[src/rtl/emergency_preempt_conditioner.sv]
// rtl/emergency_preempt_conditioner.sv - conditions the emergency preemption sensor and operator override into one request
module emergency_preempt_conditioner #(
  parameter int SYNC_STAGES       = 2,
  parameter int DEBOUNCE_CYCLES   = 16,
  parameter int MIN_HOLD_CYCLES   = 64,
  parameter int MAX_ACTIVE_CYCLES = 1024,
  parameter int LOCKOUT_CYCLES    = 256
) (
  input  logic        clk,
  input  logic        rst_n,
  input  logic        enable,
  input  logic        sensor_raw,
  input  logic        manual_override,
  output logic        emergency_vehicle,
  output logic        lockout,
  output logic        timeout_pulse,
  output logic [15:0] event_count
);

  localparam int DW = $clog2(DEBOUNCE_CYCLES + 1);
  localparam int AW = $clog2(MAX_ACTIVE_CYCLES + 1);
  localparam int LW = (LOCKOUT_CYCLES < 1) ? 1 : $clog2(LOCKOUT_CYCLES + 1);

  localparam logic [DW-1:0] DEB_LAST = DW'(DEBOUNCE_CYCLES - 1);
  localparam logic [AW-1:0] MIN_A    = AW'(MIN_HOLD_CYCLES);
  localparam logic [AW-1:0] MAX_A    = AW'(MAX_ACTIVE_CYCLES);
  localparam logic [LW-1:0] LOCK_N   = LW'(LOCKOUT_CYCLES);

  typedef enum logic [1:0] {
    ST_IDLE    = 2'd0,
    ST_QUALIFY = 2'd1,
    ST_ACTIVE  = 2'd2,
    ST_LOCKOUT = 2'd3
  } state_t;

  state_t                 state_q, state_d;
  logic [SYNC_STAGES-1:0] sync_q, sync_d;
  logic [DW-1:0]          deb_q, deb_d;
  logic [AW-1:0]          act_q, act_d;
  logic [LW-1:0]          lock_q, lock_d;
  logic [15:0]            evt_q, evt_d;
  logic                   tp_q, tp_d;
  logic                   sensor_q;
  logic                   req;

  assign sensor_q = sync_q[SYNC_STAGES-1] & enable;
  assign req      = sensor_q | manual_override;

  always_comb begin
    sync_d  = {sync_q[SYNC_STAGES-2:0], sensor_raw};
    state_d = state_q;
    deb_d   = deb_q;
    act_d   = act_q;
    lock_d  = lock_q;
    evt_d   = evt_q;
    tp_d    = 1'b0;

    case (state_q)
      ST_IDLE: begin
        if (sensor_q) begin
          // The cycle that first sees the sensor high counts as debounce cycle one.
          if (DEBOUNCE_CYCLES == 1) begin
            state_d = ST_ACTIVE;
          end else begin
            state_d = ST_QUALIFY;
            deb_d   = DW'(1);
          end
        end
      end
      ST_QUALIFY: begin
        if (!sensor_q) begin
          state_d = ST_IDLE;
          deb_d   = '0;
        end else if (deb_q >= DEB_LAST) begin
          state_d = ST_ACTIVE;
        end else begin
          deb_d = deb_q + DW'(1);
        end
      end
      ST_ACTIVE: begin
        if (!req && act_q >= MIN_A) begin
          state_d = ST_IDLE;
        end else if (!manual_override && act_q == MAX_A) begin
          state_d = ST_LOCKOUT;
        end else if (act_q != MAX_A) begin
          act_d = act_q + AW'(1);
        end
      end
      ST_LOCKOUT: begin
        if (lock_q >= LOCK_N && !sensor_q) begin
          state_d = ST_IDLE;
        end else if (lock_q < LOCK_N) begin
          lock_d = lock_q + LW'(1);
        end
      end
      default: state_d = ST_IDLE;
    endcase

    if (manual_override && state_q != ST_ACTIVE) begin
      state_d = ST_ACTIVE;
    end

    // Entry bookkeeping is shared by the sensor and override paths.
    if (state_d == ST_ACTIVE && state_q != ST_ACTIVE) begin
      act_d = AW'(1);
      deb_d = '0;
      if (evt_q != 16'hFFFF) begin
        evt_d = evt_q + 16'd1;
      end
    end
    if (state_d == ST_LOCKOUT && state_q != ST_LOCKOUT) begin
      lock_d = LW'(1);
      tp_d   = 1'b1;
    end
  end

  always_ff @(posedge clk or negedge rst_n) begin
    if (!rst_n) begin
      state_q <= ST_IDLE;
      sync_q  <= '0;
      deb_q   <= '0;
      act_q   <= '0;
      lock_q  <= '0;
      evt_q   <= '0;
      tp_q    <= 1'b0;
    end else begin
      state_q <= state_d;
      sync_q  <= sync_d;
      deb_q   <= deb_d;
      act_q   <= act_d;
      lock_q  <= lock_d;
      evt_q   <= evt_d;
      tp_q    <= tp_d;
    end
  end

  assign emergency_vehicle = (state_q == ST_ACTIVE);
  assign lockout           = (state_q == ST_LOCKOUT);
  assign timeout_pulse     = tp_q;
  assign event_count       = evt_q;

endmodule

[config.mk]
export PLATFORM = sky130hd
export DESIGN_NAME = emergency_preempt_conditioner
export DESIGN_NICKNAME = d
export VERILOG_FILES = /design/src/rtl/emergency_preempt_conditioner.sv
export SDC_FILE = /design/constraint.sdc
export NUM_CORES = 1
export LEC_CHECK = 0
export ABC_CLOCK_PERIOD_IN_PS = 4600
export BUFFER_PORTS_ARGS = -buffer_cell sky130_fd_sc_hd__buf_2
export CAP_MARGIN = 20
export CORE_UTILIZATION = 55
export DETAILED_ROUTE_END_ITERATION = 10
export MAX_ROUTING_LAYER = met4
export PLACE_DENSITY = 0.75
export SETUP_SLACK_MARGIN = 0.2
export SLEW_MARGIN = 20
export SYNTH_ARGS = -nofsm -noshare
export SYNTH_HDL_FRONTEND = slang
export SYNTH_SLANG_ARGS = --single-unit
[constraint.sdc]
create_clock -name clk -period 4.6 [get_ports clk]
set_input_delay 0.92 -clock clk [delete_from_list [all_inputs] [get_ports clk]]
set_output_delay 0.92 -clock clk [all_outputs]
set_load 0.1 [all_outputs]
==> results.sh, run 1 <==
export IMPL_worst_pin_slew_ns=0.889
export IMPL_path_delay_family="flip-flops"
export IMPL_num_rows=23
export IMPL_clock_sinks=46
export IMPL_relSlewSlack=0.402
export IMPL_post_cts_setup_buffers=0
export IMPL_intPower_mw=0.734
export IMPL_start_util=0.589
export IMPL_antenna_found_initial=0
export IMPL_p_clk_frac=0.246
export IMPL_syn_inst=240
export IMPL_startpoint="state_q[1]"
export IMPL_core_sq_um=4140
export IMPL_fmax_mhz=379
export IMPL_final_cell_mix="dfrtp_1, buf_2, nor2_1, nand2_1, xor2_1"
export IMPL_firstDrtPassIters=4
export IMPL_gp_congestion=0.818
export IMPL_final_common_cell="dfrtp_1"
export IMPL_finalSetupViolCount=0
export IMPL_worst_slack_ns=1.96
export IMPL_reg2reg_to="event_count[1]"
export IMPL_num_vias=1847
export IMPL_clkLatencyLatePin_ns=0.30
export IMPL_worstSetupPathType="register to output port"
export IMPL_synth_nets=251
export IMPL_synth_seq_cells=46
export IMPL_io_buffers=23
export IMPL_min_period_over_period=0.573
export IMPL_seqPwrFrac=0.440
export IMPL_grt_pass1_vias=1722
export IMPL_path_depth=2
export IMPL_finalPower_mw=1.20
export IMPL_place_area_sq_um=2590
export IMPL_maxSlewViolCount=0
export IMPL_ys_seq_area_frac=0.472
export IMPL_drtIter0Drc=122
export IMPL_worstSetupEndpoint="emergency_vehicle"
export IMPL_synth_cell_types=50
export IMPL_leakage_nw=1.19
export IMPL_viasPerCell=5.84
export IMPL_cts_htree_levels=2
export IMPL_startpoint_type="register"
export IMPL_crit_chain="and2b_2 > buf_2"
export IMPL_antennaDiodeCount=0
export IMPL_cts_tree="built"
export IMPL_drc=0
export IMPL_ctsHoldBuffers=0
export IMPL_num_io_pins=24
export IMPL_hpwl_mm=3.29
export IMPL_power_density_nw_per_um2=446
export IMPL_p_comb_frac=0.314
export IMPL_drive_above_1_share=0.169
export IMPL_cts_root_buf="clkbuf_8"
export IMPL_clockBufferDepth=2
export IMPL_slowest_delay_ns=0.58
export IMPL_grt_start_max_net_pins=47
export IMPL_rsz0062_at_grt="no"
export IMPL_reg2reg_depth=8
export IMPL_min_path_type="register to register"
export IMPL_r2r_setup_slack_ns=2.16
export IMPL_drv_cap=0
export IMPL_synth_avg_cell_area_sq_um=10.2
export IMPL_fin_crit_ns=2.64
export IMPL_area_growth_pct=10.6
export IMPL_final_hold_violation_count=0
export IMPL_final_nets=276
export IMPL_wl_mm=4.62
export IMPL_grt_usage=0.232
export IMPL_fp_dieW_microns=68.6
export IMPL_grt_ovfl_total=0
export IMPL_ctsResizeCount=0
export IMPL_grt_pass1_wl_mm=7.75
export IMPL_crit_buf_inv=1
export IMPL_crit_path_end_kind="output port"
export IMPL_floorplan_die_area_sq_um=4710
export IMPL_postRouteAntennaNets=0
export IMPL_swShare=0.391
export IMPL_fin_skew_ns=0.00861
export IMPL_ys_warn_count=0
export IMPL_reg2reg_from="deb_q[0]"
export IMPL_cp_slowest_cell="dfrtp_1"
export IMPL_fin_setup_tns_ns=0
export IMPL_peakVddDrop_uv=378
export IMPL_dpl_worst_slack_ns=2.08
export IMPL_die_height_microns=68.6
export IMPL_clk_pin_slew_worst_paths_ns=0.08
export IMPL_whs_ns=0.352
export IMPL_cts_buffers=5
export IMPL_cp_data_arrival_time_ns=1.72
export IMPL_worst_path_max_fanout=12
export IMPL_status="finished, final reports clean"
export IMPL_syn_area_sq_um=2440
export IMPL_wire_per_inst_microns=14.6
export IMPL_critical_path_required_ns=3.68
export IMPL_fin_area_sq_um=2700
export IMPL_power_switching_mw=0.470
routing by layer:
layer	GRT usage	vias up	wire length, microns	share of wire
met5	-	-	0	0
met4	0.0703	0	52	0.011
met3	0.0510	5	171	0.037
met2	0.343	39	2120	0.46
met1	0.317	893	2270	0.49
li1	-	910	-	-
synthesized netlist by cell type, drive strengths merged:
cell     instances  area [sq um]
a211oi           2          15.0
a21boi           1          7.51
a21oi           12          63.8
a22oi            1          7.51
a31oi            2          18.8
and2             5          33.8
and2b            1          8.76
and3             7          43.8
and3b            1          8.76
and4             3          27.5
buf              4          22.5
clkbuf           2          17.5
dfrtp           46          1150
ha               6          75.1
inv              7          26.3
mux2             1          11.3
mux2i            2          20.0
nand2           21          78.8
nand3            8          40.0
nand4            7          43.8
nand4b           1          8.76
nand4bb          1          11.3
nor2            22          98.9
nor3            10          50.1
nor3b            2          15.0
nor4             4          37.5
nor4b            3          32.5
o2111ai          2          35.0
o211ai           5          37.5
o21a             2          15.0
o21ai           12          60.1
o22ai            1          6.26
o31a             1          8.76
o31ai            1          12.5
or2              1          6.26
or3              2          12.5
or4              3          26.3
xnor2           11          96.3
xor2            17           149
registers in the layout, summed over array words and instances (netlist names):
| name | flops |
|---|---|
| act_q | 11 |
| deb_q | 5 |
| event_count | 16 |
| lock_q | 9 |
| state_q | 2 |
| sync_q | 2 |
| timeout_pulse | 1 |
cell type report:
cell class              count  area [sq um]
repair buffers             24           125
fillers                   333          1450
flip-flops and latches     46          1150
inverters                   7          26.3
multi-input cells         181          1220
well taps                  50          62.6
clock buffers               6          72.6
clock inverters             2          37.5
worst min-delay path by stage:
| stage | start | end | slack [ns] | cells past startpoint |
|---|---|---|---|---|
| floorplan | sync_q[0] | sync_q[1] | 0.33 | 0 |
| global placement | sync_q[0] | sync_q[1] | 0.33 | 0 |
| detailed placement | sync_q[0] | sync_q[1] | 0.34 | 0 |
| CTS | sync_q[0] | sync_q[1] | 0.36 | 0 |
| global route | sync_q[0] | sync_q[1] | 0.36 | 0 |
| finish | sync_q[0] | sync_q[1] | 0.35 | 0 |
logic make-up (layout without fill, tap and decap cells):
family | count (synthesis) | count (layout) | synth area share
DFF | 46 | 46 | 0.472
AOI/OAI and AO/OA | 42 | 42 | 0.118
muxes | 3 | 3 | 0.0128
buffers and inverters | 13 | 39 | 0.0272
xor gates and xnor gates | 28 | 28 | 0.100
and+or+nand+nor | 102 | 102 | 0.239
adders and majority gates | 6 | 6 | 0.0308
stage by stage:
stage / std cells / utilization
global placement: 308 / 0.624
detailed placement: 308 / 0.624
finish: 316 / 0.651
CTS: 316 / 0.651
global route: 316 / 0.651
floorplan: 240 / -
power groups by stage:
stage	Clock [mW]	Combinational, mW	Sequential, mW
after floorplan	0	0.237	0.602
after global placement	0	0.371	0.535
after detailed placement	0	0.377	0.536
after CTS	0.305	0.381	0.529
after global routing	0.319	0.418	0.542
final	0.296	0.378	0.530
Power figures use the tool's default switching activity.
==> inputs of run 2 (changes only) <==
--- a/config.mk
+++ b/config.mk
@@ -5,7 +5,7 @@
 export SDC_FILE = /design/constraint.sdc
 export NUM_CORES = 1
 export LEC_CHECK = 0
-export ABC_CLOCK_PERIOD_IN_PS = 4600
+export ABC_CLOCK_PERIOD_IN_PS = 2700
 export BUFFER_PORTS_ARGS = -buffer_cell sky130_fd_sc_hd__buf_2
 export CAP_MARGIN = 20
 export CORE_UTILIZATION = 55
==> constraint.sdc (replaced) <==
create_clock -name clk -period 2.7 [get_ports clk]
set_input_delay 0.54 -clock clk [delete_from_list [all_inputs] [get_ports clk]]
set_output_delay 0.54 -clock clk [all_outputs]
set_load 0.1 [all_outputs]
==> results.sh, run 2 (synthesis gave the netlist of run 1 again) <==
export IMPL_status="finished, final reports clean"
export IMPL_cp_slowest_cell="dfrtp_1"
export IMPL_whs_ns=0.162
export IMPL_crit_chain="and2b_2 > buf_2"
export IMPL_cp_data_arrival_time_ns=1.75
export IMPL_hpwl_mm=3.53
export IMPL_num_rows=23
export IMPL_fin_skew_ns=0.00666
export IMPL_fp_dieW_microns=68.6
export IMPL_worst_path_max_fanout=12
export IMPL_gp_congestion=0.806
export IMPL_power_switching_mw=0.810
export IMPL_worstSetupPathType="register to output port"
export IMPL_ctsHoldBuffers=0
export IMPL_firstDrtPassIters=4
export IMPL_wl_mm=4.93
export IMPL_io_buffers=23
export IMPL_startpoint_type="register"
export IMPL_drtIter0Drc=145
export IMPL_drive_above_1_share=0.195
export IMPL_fmax_mhz=437
export IMPL_start_util=0.589
export IMPL_intPower_mw=1.19
export IMPL_fin_area_sq_um=2730
export IMPL_antennaDiodeCount=0
export IMPL_crit_buf_inv=1
export IMPL_min_period_over_period=0.847
export IMPL_crit_path_end_kind="output port"
export IMPL_antenna_found_initial=0
export IMPL_p_comb_frac=0.331
export IMPL_worst_pin_slew_ns=0.554
export IMPL_clkLatencyLatePin_ns=0.30
export IMPL_grt_pass1_wl_mm=8.09
export IMPL_area_growth_pct=11.9
export IMPL_power_density_nw_per_um2=732
export IMPL_clk_pin_slew_worst_paths_ns=0.08
export IMPL_peakVddDrop_uv=430
export IMPL_cts_tree="built"
export IMPL_cts_buffers=5
export IMPL_num_vias=1880
export IMPL_worst_slack_ns=0.413
export IMPL_drv_cap=0
export IMPL_register_area_sq_um=1150
export IMPL_drc=0
export IMPL_num_io_pins=24
export IMPL_finalPower_mw=2.00
export IMPL_finalSetupViolCount=0
export IMPL_final_common_cell="dfrtp_1"
export IMPL_clockBufferDepth=2
export IMPL_core_sq_um=4140
export IMPL_grt_ovfl_total=0
export IMPL_path_delay_family="flip-flops"
export IMPL_leakage_nw=1.21
export IMPL_grt_start_max_net_pins=29
export IMPL_clock_sinks=46
export IMPL_final_hold_violation_count=0
export IMPL_seqPwrFrac=0.450
export IMPL_viasPerCell=5.84
export IMPL_floorplan_die_area_sq_um=4710
export IMPL_min_path_type="input pin to asynchronous set/reset pin"
export IMPL_startpoint="state_q[1]"
export IMPL_grt_pass1_vias=1720
export IMPL_wire_per_inst_microns=15.3
export IMPL_slowest_delay_ns=0.60
export IMPL_cts_root_buf="clkbuf_8"
export IMPL_cts_htree_levels=2
export IMPL_fin_setup_tns_ns=0
export IMPL_reg2reg_from="deb_q[0]"
export IMPL_swShare=0.405
export IMPL_final_nets=282
export IMPL_dpl_worst_slack_ns=0.348
export IMPL_multi_input_area_sq_um=1230
export IMPL_rsz0062_at_grt="no"
export IMPL_r2r_setup_slack_ns=0.49
export IMPL_maxSlewViolCount=0
export IMPL_critical_path_required_ns=2.16
export IMPL_largest_reg_flops=16
export IMPL_fillers=333
export IMPL_fin_crit_ns=2.29
export IMPL_final_cell_mix="dfrtp_1, buf_2, nor2_1, nand2_1, xor2_1"
export IMPL_p_clk_frac=0.219
export IMPL_place_area_sq_um=2620
export IMPL_grt_usage=0.244
export IMPL_relSlewSlack=0.627
export IMPL_die_height_microns=68.6
export IMPL_postRouteAntennaNets=0
-- run 2: through the flow --
stage,util,instances
5_1_grt,0.659,322
4_1_cts,0.654,320
2_1_floorplan,-,240
3_3_place_gp,0.631,312
3_5_place_dp,0.631,312
6_report,0.659,322
-- run 2: final timing paths --
check | cells after the start | end
max in group asynchronous | 2 | act_q[3]
min in group clk | 1 | sync_q[0]
hold reg to reg | 0 | sync_q[1]
hold / removal | 1 | lock_q[0]
setup / recovery | 2 | emergency_vehicle
setup reg to reg | 9 | event_count[12]
-- run 2: repair_timing --
item                                    4_1_cts  5_1_grt
setup buffers                                 0        2
resized for setup                             0        1
endpoints found under the setup margin        0        7
-- run 2: layout make-up --
type / count / share of cell area
multi-input cells: 181 / 0.450
flip-flops and latches: 46 / 0.421
repair buffers: 30 / 0.0614
clock buffers: 6 / 0.0302
well taps: 50 / 0.0229
inverters: 7 / 0.00962
clock inverters: 2 / 0.00458
-- run 2: layer usage --
metal / part of all wire / up-vias / GRT usage
met5: 0 / - / -
met4: 0.012 / 0 / 0.0729
met3: 0.029 / 5 / 0.0345
met2: 0.46 / 30 / 0.362
met1: 0.50 / 922 / 0.348
li1: - / 923 / -
-- run 2: power groups by stage --
| stage | logic [mW] | clock network [mW] | registers (mW) |
|---|---|---|---|
| 5_1_grt | 0.732 | 0.470 | 0.917 |
| 6_report | 0.662 | 0.438 | 0.902 |
| 3_3_place_gp | 0.642 | 0 | 0.911 |
| 3_5_place_dp | 0.655 | 0 | 0.917 |
| 2_1_floorplan | 0.404 | 0 | 1.03 |
| 4_1_cts | 0.663 | 0.451 | 0.901 |
==> inputs of run 3 (changes only) <==
--- a/config.mk
+++ b/config.mk
@@ -5,13 +5,13 @@
 export SDC_FILE = /design/constraint.sdc
 export NUM_CORES = 1
 export LEC_CHECK = 0
-export ABC_CLOCK_PERIOD_IN_PS = 2700
+export ABC_CLOCK_PERIOD_IN_PS = 2000
 export BUFFER_PORTS_ARGS = -buffer_cell sky130_fd_sc_hd__buf_2
 export CAP_MARGIN = 20
-export CORE_UTILIZATION = 55
+export CORE_UTILIZATION = 53
 export DETAILED_ROUTE_END_ITERATION = 10
 export MAX_ROUTING_LAYER = met4
-export PLACE_DENSITY = 0.75
+export PLACE_DENSITY = 0.76
 export SETUP_SLACK_MARGIN = 0.2
 export SLEW_MARGIN = 20
 export SYNTH_ARGS = -nofsm -noshare
==> constraint.sdc (replaced) <==
create_clock -name clk -period 2 [get_ports clk]
set_input_delay 0.4 -clock clk [delete_from_list [all_inputs] [get_ports clk]]
set_output_delay 0.4 -clock clk [all_outputs]
set_load 0.1 [all_outputs]
==> results.sh, run 3 (synthesis gave the netlist of run 1 again) <==
export IMPL_status="complete, but fails checks"
export IMPL_violations="setup timing"
export IMPL_power_density_nw_per_um2=972
export IMPL_viasPerCell=5.66
export IMPL_fp_dieW_microns=69.9
export IMPL_ctsHoldBuffers=0
export IMPL_cts_root_buf="clkbuf_8"
export IMPL_leakage_nw=1.35
export IMPL_relSlewSlack=0.679
export IMPL_clock_sinks=46
export IMPL_firstDrtPassIters=4
export IMPL_finalSetupViolCount=1
export IMPL_io_buffers=23
export IMPL_grt_ovfl_total=0
export IMPL_fillers=313
export IMPL_area_growth_pct=28.7
export IMPL_final_cell_mix="dfrtp_1, buf_4, nand2_1, buf_2, nor2_1"
export IMPL_worst_pin_slew_ns=0.486
export IMPL_worst_slack_ns=-0.0119
export IMPL_crit_path_end_kind="register"
export IMPL_num_io_pins=24
export IMPL_final_cells=347
export IMPL_maxSlewViolCount=0
export IMPL_final_nets=305
export IMPL_num_rows=24
export IMPL_cts_buffers=5
export IMPL_cp_data_arrival_time_ns=2.20
export IMPL_min_period_over_period=1.01
export IMPL_cp_slowest_cell="dfrtp_1"
export IMPL_num_vias=1964
export IMPL_rsz0062_at_grt="yes"
export IMPL_largest_reg_flops=16
export IMPL_crit_buf_inv=1
export IMPL_grt_start_max_net_pins=20
export IMPL_crit_chain="ha_2 > and3_4 > ha_4 > nor2_2 > and2_4 > o31a_1 > buf_12 > nor2_4 > mux2_4"
export IMPL_grt_pass1_vias=1809
export IMPL_final_hold_violation_count=0
export IMPL_gp_congestion=0.851
export IMPL_clkLatencyLatePin_ns=0.29
export IMPL_clockBufferDepth=2
export IMPL_core_sq_um=4380
export IMPL_finalPower_mw=3.05
export IMPL_final_common_cell="dfrtp_1"
export IMPL_drive_above_1_share=0.363
export IMPL_fmax_mhz=497
export IMPL_worstSetupPathType="register to register"
export IMPL_antenna_found_initial=0
export IMPL_path_delay_family="simple AND/OR/NAND/NOR gates"
export IMPL_grt_usage=0.223
export IMPL_start_util=0.557
export IMPL_cts_htree_levels=2
export IMPL_drc=0
export IMPL_clk_pin_slew_worst_paths_ns=0.09
export IMPL_postRouteAntennaNets=0
export IMPL_slowest_delay_ns=0.37
export IMPL_min_path_type="input pin to asynchronous set/reset pin"
export IMPL_drtIter0Drc=134
export IMPL_startpoint_type="register"
export IMPL_worst_path_max_fanout=11
export IMPL_wl_mm=5.09
export IMPL_drv_cap=0
export IMPL_wire_per_inst_microns=14.7
export IMPL_antennaDiodeCount=0
export IMPL_grt_pass1_wl_mm=8.45
export IMPL_fin_skew_ns=0.00741
export IMPL_peakVddDrop_uv=797
export IMPL_floorplan_die_area_sq_um=4880
export IMPL_die_height_microns=69.9
export IMPL_cts_tree="built"
export IMPL_fin_crit_ns=2.01
export IMPL_hpwl_mm=3.60
export IMPL_critical_path_required_ns=2.18
export IMPL_fin_util=0.716
export IMPL_dp_cells=332
[run 3: cell types whose count changed in the layout (fill, tap and decap cells not counted), moves of 3 or more]
cell	delta
buf_4	+21
dfrtp_1	-17
ha_1	-3
dfrtp_2	+7
dfrtp_4	+10
[run 3: cell type report]
class | count | area (sq um) | area share
multi-input combinational | 181 | 1370 | 0.435
inverter | 7 | 26.3 | 0.00837
sequential | 46 | 1200 | 0.381
timing repair buffer | 53 | 378 | 0.120
tap | 52 | 65.1 | 0.0207
clock buffer | 5 | 68.8 | 0.0219
clock inverter | 3 | 40.0 | 0.0127
[run 3: final timing paths]
| check | from | end | slack [ns] | cells after the start |
|---|---|---|---|---|
| min | rst_n | deb_q[4] | 0.04 | 1 |
| max | deb_q[0] | event_count[1] | -0.01 | 9 |
| max in group asynchronous | rst_n | sync_q[1] | 1.35 | 2 |
| min in group clk | sensor_raw | sync_q[0] | 0.21 | 1 |
| max reg2reg | deb_q[0] | event_count[1] | -0.01 | 9 |
| min reg2reg | sync_q[0] | sync_q[1] | 0.35 | 0 |
[run 3: power by group]
group	total, mW	switching, mW	internal, mW
Clock	0.675	0.307	0.368
Combinational	1.17	0.710	0.457
Sequential	1.21	0.141	1.07
[run 3: routing by layer]
| metal | vias up | track usage | wire length (microns) |
|---|---|---|---|
| met5 | - | - | 0 |
| met4 | 0 | 0.0533 | 44 |
| li1 | 966 | - | - |
| met1 | 951 | 0.325 | 2560 |
| met2 | 42 | 0.323 | 2320 |
| met3 | 5 | 0.0447 | 169 |
[run 3: worst reg2reg max path: stages (launching register included)]
cell     delay [ns]
dfrtp_1        0.37
ha_2           0.20
and3_4         0.19
ha_4           0.12
nor2_2         0.03
and2_4         0.15
o31a_1         0.27
buf_12         0.16
nor2_4         0.12
mux2_4         0.30
[run 3: stage by stage]
step | cell area (sq um) | hold WS (ns) | TNS (ns) | worst slack (ns)
after floorplan | 2570 | 0.104 | 0 | 0.0334
after global placement | 2900 | 0.335 | 0 | 0.0315
after detailed placement | 2900 | 0.336 | -0.0302 | -0.0298
after CTS | 3060 | 0.0496 | 0 | 0.0135
after global routing | 3140 | 0.0610 | -0.249 | -0.0521
final | 3140 | 0.0382 | -0.0119 | -0.0119
[run 3: repair_timing]
item                       4_1_cts  5_1_grt
pin swaps                        8        7
resized for setup                6       10
setup endpoints to repair       34       34
setup buffers                    3        4
